==> src/rtl/rv_pkg.sv <==
// Shared register-file widths and the writeback entry type used by the load
// response path.
package rv_pkg;

  localparam int unsigned REG_ADDR_W = 5;
  localparam int unsigned XLEN       = 32;
  localparam int unsigned NUM_REGS   = 32;

  typedef struct packed {
    logic [REG_ADDR_W-1:0] rd;
    logic [XLEN-1:0]       data;
  } wb_entry_t;

endpackage

==> src/rtl/regfile_writeback_if.sv <==
// Bundle of the writeback stage's ALU, load, hazard-query and register-file
// write-port signals.
interface regfile_writeback_if;
  import rv_pkg::*;

  logic                  alu_valid;
  logic [REG_ADDR_W-1:0] alu_rd;
  logic [XLEN-1:0]       alu_data;
  logic                  load_issue;
  logic [REG_ADDR_W-1:0] load_issue_rd;
  logic                  load_resp_valid;
  logic                  load_resp_ready;
  logic [REG_ADDR_W-1:0] load_resp_rd;
  logic [XLEN-1:0]       load_resp_data;
  logic [REG_ADDR_W-1:0] rs1_address;
  logic [REG_ADDR_W-1:0] rs2_address;
  logic                  hazard;
  logic                  en;
  logic [REG_ADDR_W-1:0] rd;
  logic [XLEN-1:0]       register_file_data;
  logic [NUM_REGS-1:0]   pending;

  modport master (
    output alu_valid, alu_rd, alu_data, load_issue, load_issue_rd,
           load_resp_valid, load_resp_rd, load_resp_data, rs1_address, rs2_address,
    input  load_resp_ready, hazard, en, rd, register_file_data, pending
  );

  modport slave (
    input  alu_valid, alu_rd, alu_data, load_issue, load_issue_rd,
           load_resp_valid, load_resp_rd, load_resp_data, rs1_address, rs2_address,
    output load_resp_ready, hazard, en, rd, register_file_data, pending
  );

endinterface

==> src/rtl/wb_fifo.sv <==
// Circular load-response buffer with extra-MSB pointers; no bypass, so an
// entry pushed this cycle is visible at the head from the next cycle.
module wb_fifo
  import rv_pkg::*;
#(
  parameter int unsigned DEPTH   = 2,
  parameter type         entry_t = wb_entry_t
) (
  input  logic   clk,
  input  logic   rst_n,
  input  logic   push,
  input  entry_t push_data,
  input  logic   pop,
  output entry_t pop_data,
  output logic   full,
  output logic   empty
);

  localparam int unsigned IDX_W = $clog2(DEPTH);
  localparam int unsigned PTR_W = IDX_W + 1;

  entry_t             mem [DEPTH];
  logic   [PTR_W-1:0] wr_ptr_q, rd_ptr_q;

  assign full     = (wr_ptr_q[IDX_W-1:0] == rd_ptr_q[IDX_W-1:0]) &&
                    (wr_ptr_q[IDX_W] != rd_ptr_q[IDX_W]);
  assign empty    = (wr_ptr_q == rd_ptr_q);
  assign pop_data = mem[rd_ptr_q[IDX_W-1:0]];

  always_ff @(posedge clk or negedge rst_n) begin
    if (!rst_n) begin
      wr_ptr_q <= '0;
      rd_ptr_q <= '0;
    end else begin
      if (push) wr_ptr_q <= wr_ptr_q + PTR_W'(1);
      if (pop)  rd_ptr_q <= rd_ptr_q + PTR_W'(1);
    end
  end

  // Storage needs no reset: empty pointers mask stale contents.
  always_ff @(posedge clk) begin
    if (push) mem[wr_ptr_q[IDX_W-1:0]] <= push_data;
  end

endmodule

==> src/rtl/regfile_writeback.sv <==
// Writeback stage: arbitrates ALU results over buffered load responses onto
// the register-file write port and tracks outstanding loads for hazard stalls.
module regfile_writeback
  import rv_pkg::*;
#(
  parameter int unsigned LOAD_DEPTH = 2
) (
  input logic               clk,
  input logic               rst_n,
  regfile_writeback_if.slave bus
);

  wb_entry_t             push_entry, head;
  logic                  fifo_full, fifo_empty, push, pop;

  logic                  en_q, en_d;
  logic [REG_ADDR_W-1:0] rd_q, rd_d;
  logic [XLEN-1:0]       data_q, data_d;
  logic [NUM_REGS-1:0]   pending_q, pending_d;

  assign push_entry = '{rd: bus.load_resp_rd, data: bus.load_resp_data};
  assign push       = bus.load_resp_valid && !fifo_full;
  // ALU results cannot be stalled, so the FIFO only drains on ALU-idle cycles.
  assign pop        = !bus.alu_valid && !fifo_empty;

  wb_fifo #(
    .DEPTH   (LOAD_DEPTH),
    .entry_t (wb_entry_t)
  ) u_fifo (
    .clk       (clk),
    .rst_n     (rst_n),
    .push      (push),
    .push_data (push_entry),
    .pop       (pop),
    .pop_data  (head),
    .full      (fifo_full),
    .empty     (fifo_empty)
  );

  always_comb begin
    en_d      = 1'b0;
    rd_d      = rd_q;
    data_d    = data_q;
    pending_d = pending_q;

    if (bus.alu_valid) begin
      en_d   = (bus.alu_rd != '0);
      rd_d   = bus.alu_rd;
      data_d = bus.alu_data;
    end else if (pop) begin
      en_d   = (head.rd != '0);
      rd_d   = head.rd;
      data_d = head.data;
    end

    // Set is applied after clear so a re-issue to the popped register wins.
    if (pop) pending_d[head.rd] = 1'b0;
    if (bus.load_issue && (bus.load_issue_rd != '0)) pending_d[bus.load_issue_rd] = 1'b1;
    pending_d[0] = 1'b0;
  end

  always_ff @(posedge clk or negedge rst_n) begin
    if (!rst_n) begin
      en_q      <= 1'b0;
      rd_q      <= '0;
      data_q    <= '0;
      pending_q <= '0;
    end else begin
      en_q      <= en_d;
      rd_q      <= rd_d;
      data_q    <= data_d;
      pending_q <= pending_d;
    end
  end

  assign bus.load_resp_ready    = !fifo_full;
  assign bus.en                 = en_q;
  assign bus.rd                 = rd_q;
  assign bus.register_file_data = data_q;
  assign bus.pending            = pending_q;
  assign bus.hazard             = pending_q[bus.rs1_address] ||
                                  pending_q[bus.rs2_address] ||
                                  (bus.alu_valid && pending_q[bus.alu_rd]);

endmodule

==> src/flat_wrapper.sv <==
// flat-port wrapper written by rule: the top's interface ports become plain ports
module regfile_writeback_flat import rv_pkg::*;
#(
  parameter int unsigned LOAD_DEPTH = 2
)
  (clk, rst_n, bus_alu_valid, bus_alu_rd, bus_alu_data, bus_load_issue, bus_load_issue_rd, bus_load_resp_valid, bus_load_resp_rd, bus_load_resp_data, bus_rs1_address, bus_rs2_address, bus_load_resp_ready, bus_hazard, bus_en, bus_rd, bus_register_file_data, bus_pending);
  regfile_writeback_if bus_i ();
  input logic clk;
  input logic rst_n;
  input wire logic [$bits(bus_i.alu_valid)-1:0] bus_alu_valid;
  input wire logic [$bits(bus_i.alu_rd)-1:0] bus_alu_rd;
  input wire logic [$bits(bus_i.alu_data)-1:0] bus_alu_data;
  input wire logic [$bits(bus_i.load_issue)-1:0] bus_load_issue;
  input wire logic [$bits(bus_i.load_issue_rd)-1:0] bus_load_issue_rd;
  input wire logic [$bits(bus_i.load_resp_valid)-1:0] bus_load_resp_valid;
  input wire logic [$bits(bus_i.load_resp_rd)-1:0] bus_load_resp_rd;
  input wire logic [$bits(bus_i.load_resp_data)-1:0] bus_load_resp_data;
  input wire logic [$bits(bus_i.rs1_address)-1:0] bus_rs1_address;
  input wire logic [$bits(bus_i.rs2_address)-1:0] bus_rs2_address;
  output wire logic [$bits(bus_i.load_resp_ready)-1:0] bus_load_resp_ready;
  output wire logic [$bits(bus_i.hazard)-1:0] bus_hazard;
  output wire logic [$bits(bus_i.en)-1:0] bus_en;
  output wire logic [$bits(bus_i.rd)-1:0] bus_rd;
  output wire logic [$bits(bus_i.register_file_data)-1:0] bus_register_file_data;
  output wire logic [$bits(bus_i.pending)-1:0] bus_pending;
  assign bus_i.alu_valid = bus_alu_valid;
  assign bus_i.alu_rd = bus_alu_rd;
  assign bus_i.alu_data = bus_alu_data;
  assign bus_i.load_issue = bus_load_issue;
  assign bus_i.load_issue_rd = bus_load_issue_rd;
  assign bus_i.load_resp_valid = bus_load_resp_valid;
  assign bus_i.load_resp_rd = bus_load_resp_rd;
  assign bus_i.load_resp_data = bus_load_resp_data;
  assign bus_i.rs1_address = bus_rs1_address;
  assign bus_i.rs2_address = bus_rs2_address;
  assign bus_load_resp_ready = bus_i.load_resp_ready;
  assign bus_hazard = bus_i.hazard;
  assign bus_en = bus_i.en;
  assign bus_rd = bus_i.rd;
  assign bus_register_file_data = bus_i.register_file_data;
  assign bus_pending = bus_i.pending;
  regfile_writeback #(.LOAD_DEPTH(LOAD_DEPTH)) u_core (.clk(clk), .rst_n(rst_n), .bus(bus_i));
endmodule
==> config.mk <==
export PLATFORM = sky130hd
export DESIGN_NAME = regfile_writeback_flat
export DESIGN_NICKNAME = d
export VERILOG_FILES = /design/src/rtl/rv_pkg.sv /design/src/rtl/regfile_writeback_if.sv /design/src/rtl/wb_fifo.sv /design/src/rtl/regfile_writeback.sv /design/src/flat_wrapper.sv
export SDC_FILE = /design/constraint.sdc
export NUM_CORES = 1
export LEC_CHECK = 0
export ABC_AREA = 1
export CORE_MARGIN = 1.5
export CORE_UTILIZATION = 45
export DETAILED_ROUTE_END_ITERATION = 10
export MAX_ROUTING_LAYER = met4
export PLACE_DENSITY = 0.76
export SLEW_MARGIN = 0
export SYNTH_ARGS = -nofsm -noshare
export SYNTH_HDL_FRONTEND = slang
export SYNTH_HIERARCHICAL = 1
export SYNTH_SLANG_ARGS = --single-unit
==> constraint.sdc <==
create_clock -name clk -period 6.8 [get_ports clk]
set_clock_uncertainty 0.2 [all_clocks]
set_input_delay 1.02 -clock clk [delete_from_list [all_inputs] [get_ports clk]]
set_output_delay 1.02 -clock clk [all_outputs]
set_load 0.02 [all_outputs]
**Word level (Yosys, flattened, before mapping)**

Memories as Yosys holds them, arrays and structs flattened.
Index checks and enable logic that the tools add are counted.

- Register bits after elaboration: 73
- Memories kept: 1
- Memory bits (writable): 74
- Output and inout bits: 72
- Bits of input ports: 94

Memories:

| memory | depth | width | rd ports | clocked after Yosys merged registers in | wr ports | RTL line | source |
|---|---|---|---|---|---|---|---|
| u_core.u_fifo.mem | 2 | 37 | 1 | 0 | 1 | wb_fifo.sv:22 | `entry_t mem [DEPTH];` |

- $add $sub $neg: 2
- Eq/ne operators: 3
- Muxes and demuxes: 20
- Reductions and logical operators: 16
- $lt $le $gt $ge: 7
- Bitwise logic cells: 3

Operator list:

| operator | number |
|---|---|
| $mux W32 | 4 |
| $and A32 B32 Y32 | 1 |
| $not A32 Y32 | 1 |
| $or A32 B32 Y32 | 1 |
| $lt A5 B6 Y1 const B | 5 |
| $bmux W1 S5 | 3 |
| $reduce_bool A5 Y1 | 3 |
| $demux W1 S5 | 2 |
| $ge A5 B1 Y1 const B | 2 |
| $mux W5 | 2 |
| $mux W1 | 9 |
| $logic_and A1 B1 Y1 | 7 |
| $add A2 B1 Y2 const B | 2 |
| $logic_not A1 Y1 | 3 |
| $eq A2 B2 Y1 | 1 |
| $logic_or A1 B1 Y1 | 2 |
| $reduce_bool A2 Y1 | 1 |
| $eq A1 B1 Y1 | 1 |
| $ne A1 B1 Y1 | 1 |

**Depth between registers and ports, before layout**

Gate-level depths: netlist of run 1.
An unclocked memory read counts as a cell.

- Word-level depth: 10
- Depth in mapped cells: 13
- Depth with buffers taken out: 12

**By module**

Netlist of run 1, hierarchy kept.

By module, submodules not included:

| module | cells each | sequential area each (µm²) | times used | area an instance (µm²) |
|---|---|---|---|---|
| regfile_writeback | 586 | 1,726.7 | 1 | 4,124.0 |
| wb_fifo | 222 | 2,322.2 | 1 | 2,915.3 |

**Worst setup path after synthesis of run 1**

No wires, ideal clock.

- Path kind: in2reg
- Start point: in bus_load_resp_valid
- End point: mem u_core/u_fifo/mem[0][0] (netlist bit), enable pin
- Data required time: 6.169 ns
- Arrival: 2.829 ns
- Path slack: 3.340 ns
- Stages on the path: 4
- Path through: inv_1 nor2_1 inv_1 nor2_1

- Longest elaborated chain between the ends: 3

Ends and longest elaborated chain:

| element | RTL line | source |
|---|---|---|
| from (decl) | flat_wrapper.sv:15 | `input wire logic [$bits(bus_i.load_resp_valid)-1:0] bus_load_resp_valid;` |
| $logic_and A1 B1 Y1 | regfile_writeback.sv:22 | `assign push = bus.load_resp_valid && !fifo_full;` |
| via u_core.push | regfile_writeback.sv:14 | `logic fifo_full, fifo_empty, push, pop;` |
| $mux W1 | wb_fifo.sv:42 | `if (push) mem[wr_ptr_q[IDX_W-1:0]] <= push_data;` |
| $mux W1 (not written as such) | wb_fifo.sv:42 |  |
| to (decl) | wb_fifo.sv:22 |  |

The timed path passes the listed nets, and every way through them passes these cells.

**Worst setup path in the final report of run 1**

- Start point: in bus_rs2_address[0]
- End point: out bus_hazard

- Longest elaborated chain between the ends: 4

Ends and longest elaborated chain:

| element | RTL line | source |
|---|---|---|
| from (decl) | flat_wrapper.sv:19 | `input wire logic [$bits(bus_i.rs2_address)-1:0] bus_rs2_address;` |
| $bmux W1 S5 | regfile_writeback.sv:82 | `pending_q[bus.rs2_address] \|\|` |
| $mux W1 (not written as such) | regfile_writeback.sv:82 |  |
| $logic_or A1 B1 Y1 | regfile_writeback.sv:81 | `assign bus.hazard = pending_q[bus.rs1_address] \|\|` |
| $logic_or A1 B1 Y1 | regfile_writeback.sv:82 |  |
| to (decl) | flat_wrapper.sv:21 | `output wire logic [$bits(bus_i.hazard)-1:0] bus_hazard;` |

Every way passes these cells. The select of a mux whose other input is x is not followed.

==> results of run 1 <==
[layer usage]
layer,track usage,share of wire,up-vias
met5,-,0,-
li1,-,-,2965
met1,0.312,0.42,2874
met3,0.0622,0.077,34
met4,0.0859,0.020,0
met2,0.379,0.48,252
[power breakdown]
group          internal [mW]  switching, mW  leakage (nW)  total (mW)
Sequential              1.29          0.274          1.57        1.56
Clock                  0.539          0.354         0.266       0.893
Combinational          0.663           1.05          2.18        1.71
[layout by cell type, fill, tap and decap left out, types with 4 or more instances in the layout]
cell type        synthesis  layout
buf_4                    7       4
clkbuf_16                0      17
clkdlybuf4s50_1          0     163
clkinvlp_4               0       4
dfrtp_1                 73      73
edfxtp_1                74      74
inv_1                   66      66
inv_2                    4       4
nand2_1                329     329
nand3_1                107     107
nor2_1                  12      11
nor3_1                   9       9
o211ai_1                12      12
o21ai_0                 38      38
o21ai_1                 20      20
o31ai_1                  8       8
xor2_1                   4       4
[through the flow]
step / setup slack (ns) / std cells / hold WS (ns) / total power [mW] / area (sq um)
2_1_floorplan: 3.34 / 808 / 0.301 / 2.50 / 7040
3_3_place_gp: 2.19 / 1153 / 0.264 / 3.25 / 8740
3_5_place_dp: 2.14 / 1153 / 0.272 / 3.27 / 8740
4_1_cts: 2.14 / 1184 / 0.283 / 4.18 / 9310
5_1_grt: 1.88 / 1184 / 0.297 / 4.40 / 9310
6_report: 2.08 / 1184 / 0.283 / 4.17 / 9310
[logic make-up after synthesis]
logic type | count (synthesis) | share of synthesized area
AND/OR/NAND/NOR | 466 | 0.277
XOR/XNOR | 4 | 0.00498
flip-flops | 147 | 0.575
AO/OA/AOI/OAI | 85 | 0.0699
other | 1 | 0.000533
buffers and inverters | 105 | 0.0725
[worst min path at each step]
stage	from	depth (start not counted)	slack, ns	endpoint
CTS	u_core/bus.register_file_data[18]	2	0.28	u_core/bus.register_file_data[18]
global route	u_core/bus.register_file_data[30]	2	0.30	u_core/bus.register_file_data[30]
global placement	u_core/bus.register_file_data[31]	2	0.26	u_core/bus.register_file_data[31]
detailed placement	u_core/bus.register_file_data[18]	2	0.27	u_core/bus.register_file_data[18]
finish	u_core/bus.register_file_data[18]	2	0.28	u_core/bus.register_file_data[18]
floorplan	u_core/u_fifo/wr_ptr_q[0]	1	0.30	u_core/u_fifo/wr_ptr_q[0]
[flip-flops by register name (all words and copies together), names as in the netlist]
signal and cells:
u_core/u_fifo/mem 74, u_core/bus.register_file_data 32, u_core/bus.pending 31, u_core/bus.rd 5
u_core/u_fifo/rd_ptr_q 2, u_core/u_fifo/wr_ptr_q 2, u_core/bus.en 1
[cell type report]
| class | instances | area [sq um] | share of cell area |
|---|---|---|---|
| Clock inverter | 12 | 135 | 0.0145 |
| Sequential cell | 147 | 4050 | 0.435 |
| Multi-Input combinational cell | 556 | 2490 | 0.267 |
| Inverter | 72 | 278 | 0.0298 |
| Tap cell | 211 | 264 | 0.0284 |
| Timing Repair Buffer | 167 | 1660 | 0.179 |
| Clock buffer | 19 | 433 | 0.0465 |
[worst max-delay path: stages]
cell	delay [ns]
clkdlybuf4s50_1	0.92
inv_1	0.34
nand2_1	0.13
nand3_1	0.08
nand3_1	0.09
nand2_1	0.06
nand2_1	0.06
nand3_1	0.08
nand2_1	0.12
nand3_2	0.08
clkdlybuf4s50_1	0.53
==> impl_metrics.toml, run 1 <==
[status]
run_status = "finished, final reports clean"

[synth]
synth_cell_types = 30
yosysMostFrequentCell = "nand2_1"
netlist_instances = 808
synth_area_sq_um = 7040
synth_fp_nets = 902
ys_dominant_reg_cell = "edfxtp_1"
ys_top_cells_by_count = "329 x nand2_1, 107 x nand3_1, 74 x edfxtp_1"
synth_seq_cells = 147
synth_area_leader_cell = "edfxtp_1"
yosysWarnings = 6
synth_area_leaders = "edfxtp_1 32%, dfrtp_1 26%, nand2_1 18%"
yosysSeqAreaShare = 0.575
avgSynthCellArea_sq_um = 8.71
synth_edf_count = 74
async_flop_share = 0.497
synth_top_area_frac = 0.316

[final_layout]
synthToLayoutAreaGrowth_pct = 32.2
n_fill_cell = 1313
layout-drive-gt1-share = 0.0483
fin_nets = 1055
diodes = 0
fin_util = 0.610

[clocking]
cts_tree = "done"
cts.sinks = 147
cts_made_buffers = 17
cts.htree.levels = 4
cts_setup_buffers = 0
cts-hold-fix-buffers = 0
clk_pin_slew_ns = 0.06
cts_resized = 0
clk_latency_ns = 0.42
cts.path.max_buffers = 2
root_buffer = "clkbuf_16"

[die]
dieArea_sq_um = 16400
ios = 166
die_x_microns = 128
coreArea_sq_um = 15300
fp-row-count = 45
fp.dieH_microns = 128
initial_core_util = 0.461

[setup_path]
worstSetupEndpoint = "bus_hazard"
reg2reg_setup_slack_ns = 3.87
crit_type = "primary input to output pin"
startpoint_type = "primary input"
r2r_cells = 7
crit_arrival_ns = 3.50
end_kind = "output pin"
startpoint = "bus_rs2_address[0]"
r2r-end = "u_core/u_fifo/mem[0][35]"
crit_required_ns = 5.58
path_max_fanout = 21
reg2reg_from = "u_core/u_fifo/rd_ptr_q[0]"

[sta]
fin_crit_ns = 4.72
setup_violations = 0
tightest_slew_ns = 1.13
slew_headroom = 0.247
slew_violations = 0
rsz0062_at_grt = "false"
period_share = 0.694
hold_violations = 0
max_freq_mhz = 212
fin_setup_tns_ns = 0

[placed_design]
gp_congestion = 0.909
port_buffers = 164
place.detailed.hpwl_mm = 13.3

[power_and_ir_drop]
peakVddDrop_mv = 0.220
cellPowerDensity_nw_per_um2 = 448
power.leakage_nw = 4.01

[global_routing]
grt_util_all_layers = 0.244
grt_antenna_before_repair = 0
grt_pass1_wl_mm = 29.7
overflow = 0
grt_max_degree = 74
grt_pass1_vias = 5814

[route]
antenna_left = 0
vias = 6125
firstDrtPassIters = 6
drc = 0
routedWlPerCell_microns = 16.2
via_per_inst = 5.17
drt-initial-drc-count = 548
routed_wl_mm = 19.1

[min_path]
hp-class = "flip-flop to flip-flop"

[job]
drv_cap = 0
Note: power is estimated with default switching activity, not from simulation.
==> run 2, diff against run 1 <==
- PLACE_DENSITY: 0.76 -> 0.79
- clock period: 6.8 -> 4.1 ns (I/O delays scaled with it)
==> impl_metrics.toml, run 2 (synthesis results as in run 1) <==
[sta]
hold_violations = 0
slew_headroom = 0.355
rsz0062_at_grt = "false"
fin_crit_ns = 3.56
period_share = 0.867
slew_violations = 0
tightest_slew_ns = 0.968
max_freq_mhz = 281
fin_setup_tns_ns = 0
setup_violations = 0

[final_layout]
largest_reg_flops = 74
layout-drive-gt1-share = 0.0551
diodes = 0
fin_nets = 1061
final_area_sq_um = 9370
layout_common_cells = "329 x nand2_1, 163 x clkdlybuf4s50_1, 107 x nand3_1, 74 x edfxtp_1, 73 x dfrtp_1"
synthToLayoutAreaGrowth_pct = 33.1
final_common_cell = "nand2_1"
fin_util = 0.614
final_cells = 1191
n_fill_cell = 1290

[setup_path]
cp_num_buf_inv = 4
startpoint_type = "primary input"
end_kind = "output pin"
cpMostUsedCell = "nand2_1"
r2r-end = "u_core/bus.pending[11]"
slowest_delay_ns = 0.65
crit_required_ns = 3.28
crit_type = "primary input to output pin"
reg2reg_setup_slack_ns = 1.74
crit_arrival_ns = 2.74
critical-path-top-delay-family = "buffers and inverters"
cp_slowest_cell = "clkdlybuf4s50_1"
reg2reg_from = "u_core/u_fifo/rd_ptr_q[0]"
path_cells = "clkdlybuf4s50_1 > buf_4 > nor2_1 > nor2_1 > nand2_1 > nand3_1 > nand3_1 > nand2_1 > nand2_1 > nand2_1 > inv_1 > nand3_2 > clkdlybuf4s50_1"
path_max_fanout = 13
r2r_cells = 11

[power_and_ir_drop]
cellPowerDensity_nw_per_um2 = 744
peakVddDrop_mv = 0.476
power.leakage_nw = 4.05

[global_routing]
busiest_layer = "met2"
grt_util_all_layers = 0.250
use_met1 = 0.310
grt_antenna_before_repair = 0
grt_max_degree = 74
grt_use_met2 = 0.404
overflow = 0
grt_pass1_wl_mm = 30.7
grt_pass1_vias = 6009
met3_usage = 0.0626

[route]
antenna_left = 0
vias = 6208
routedWlPerCell_microns = 16.5
firstDrtPassIters = 5
drt-initial-drc-count = 573
routed_wl_mm = 19.6
drc = 0
via_per_inst = 5.21

[die]
fp-row-count = 45
ios = 166
die_x_microns = 128
dieArea_sq_um = 16400
coreArea_sq_um = 15300
fp.dieH_microns = 128
initial_core_util = 0.461

[clocking]
cts.path.max_buffers = 2
clk_latency_ns = 0.41
cts_made_buffers = 17
cts_setup_buffers = 0
cts.htree.levels = 4
cts_resized = 0
cts-hold-fix-buffers = 0
cts_tree = "done"
clk_pin_slew_ns = 0.06
cts.sinks = 147
root_buffer = "clkbuf_16"

[placed_design]
port_buffers = 164
gp_congestion = 0.921
post_dp_cell_area_sq_um = 8780
place.detailed.hpwl_mm = 13.7
dpl.cell_count = 1159

[min_path]
hp-class = "primary input to async pin"

[job]
drv_cap = 0

[status]
run_status = "finished, final reports clean"
## run 2: metal layers
layer / vias up / routed length, microns / share of wire
met3: 30 / 1770 / 0.090
met5: - / 0 / 0
met1: 2905 / 7790 / 0.40
met4: 0 / 352 / 0.018
met2: 291 / 9690 / 0.49
li1: 2982 / - / -
## run 2: area by class of cell
cell class                 instances  area [sq um]  share of cell area
sequential                       147          4050               0.432
timing repair buffer             173          1710               0.182
inverter                          72           278              0.0297
multi-input combinational        556          2490               0.266
clock buffer                      18           429              0.0458
clock inverter                    14           153              0.0163
tap                              211           264              0.0282
## run 2: power by group
group	total, mW	internal (mW)	switching (mW)
Combinational	2.85	1.12	1.74
Sequential	2.60	2.14	0.464
Clock	1.51	0.901	0.610
## run 2: worst max path at each step
| stage | endpoint | cells after the start | startpoint | slack (ns) |
|---|---|---|---|---|
| after floorplan | u_core/u_fifo/mem[0][0] | 9 | u_core/u_fifo/rd_ptr_q[0] | 0.86 |
| after global placement | bus_hazard | 13 | bus_alu_rd[0] | 0.58 |
| after detailed placement | bus_hazard | 13 | bus_alu_rd[0] | 0.55 |
| after CTS | bus_hazard | 13 | bus_alu_rd[0] | 0.55 |
| after global routing | bus_hazard | 11 | bus_rs2_address[0] | 0.38 |
| final | bus_hazard | 13 | bus_alu_rd[0] | 0.54 |
## run 2: metrics by stage
stage | power [mW] | hold WS [ns] | worst slack, ns
2_1_floorplan | 4.15 | 0.119 | 0.863
3_3_place_gp | 5.42 | 0.267 | 0.583
3_5_place_dp | 5.46 | 0.272 | 0.551
4_1_cts | 6.99 | 0.195 | 0.552
5_1_grt | 7.37 | 0.238 | 0.384
6_report | 6.96 | 0.157 | 0.545
## run 2: worst register-to-register path, delay by kind of cell, from the launching register on
| family | cells | cell delay, ns |
|---|---|---|
| simple gates | 6 | 0.70 |
| buf+inv | 3 | 0.57 |
| flops | 1 | 0.49 |
| compound gates | 2 | 0.28 |
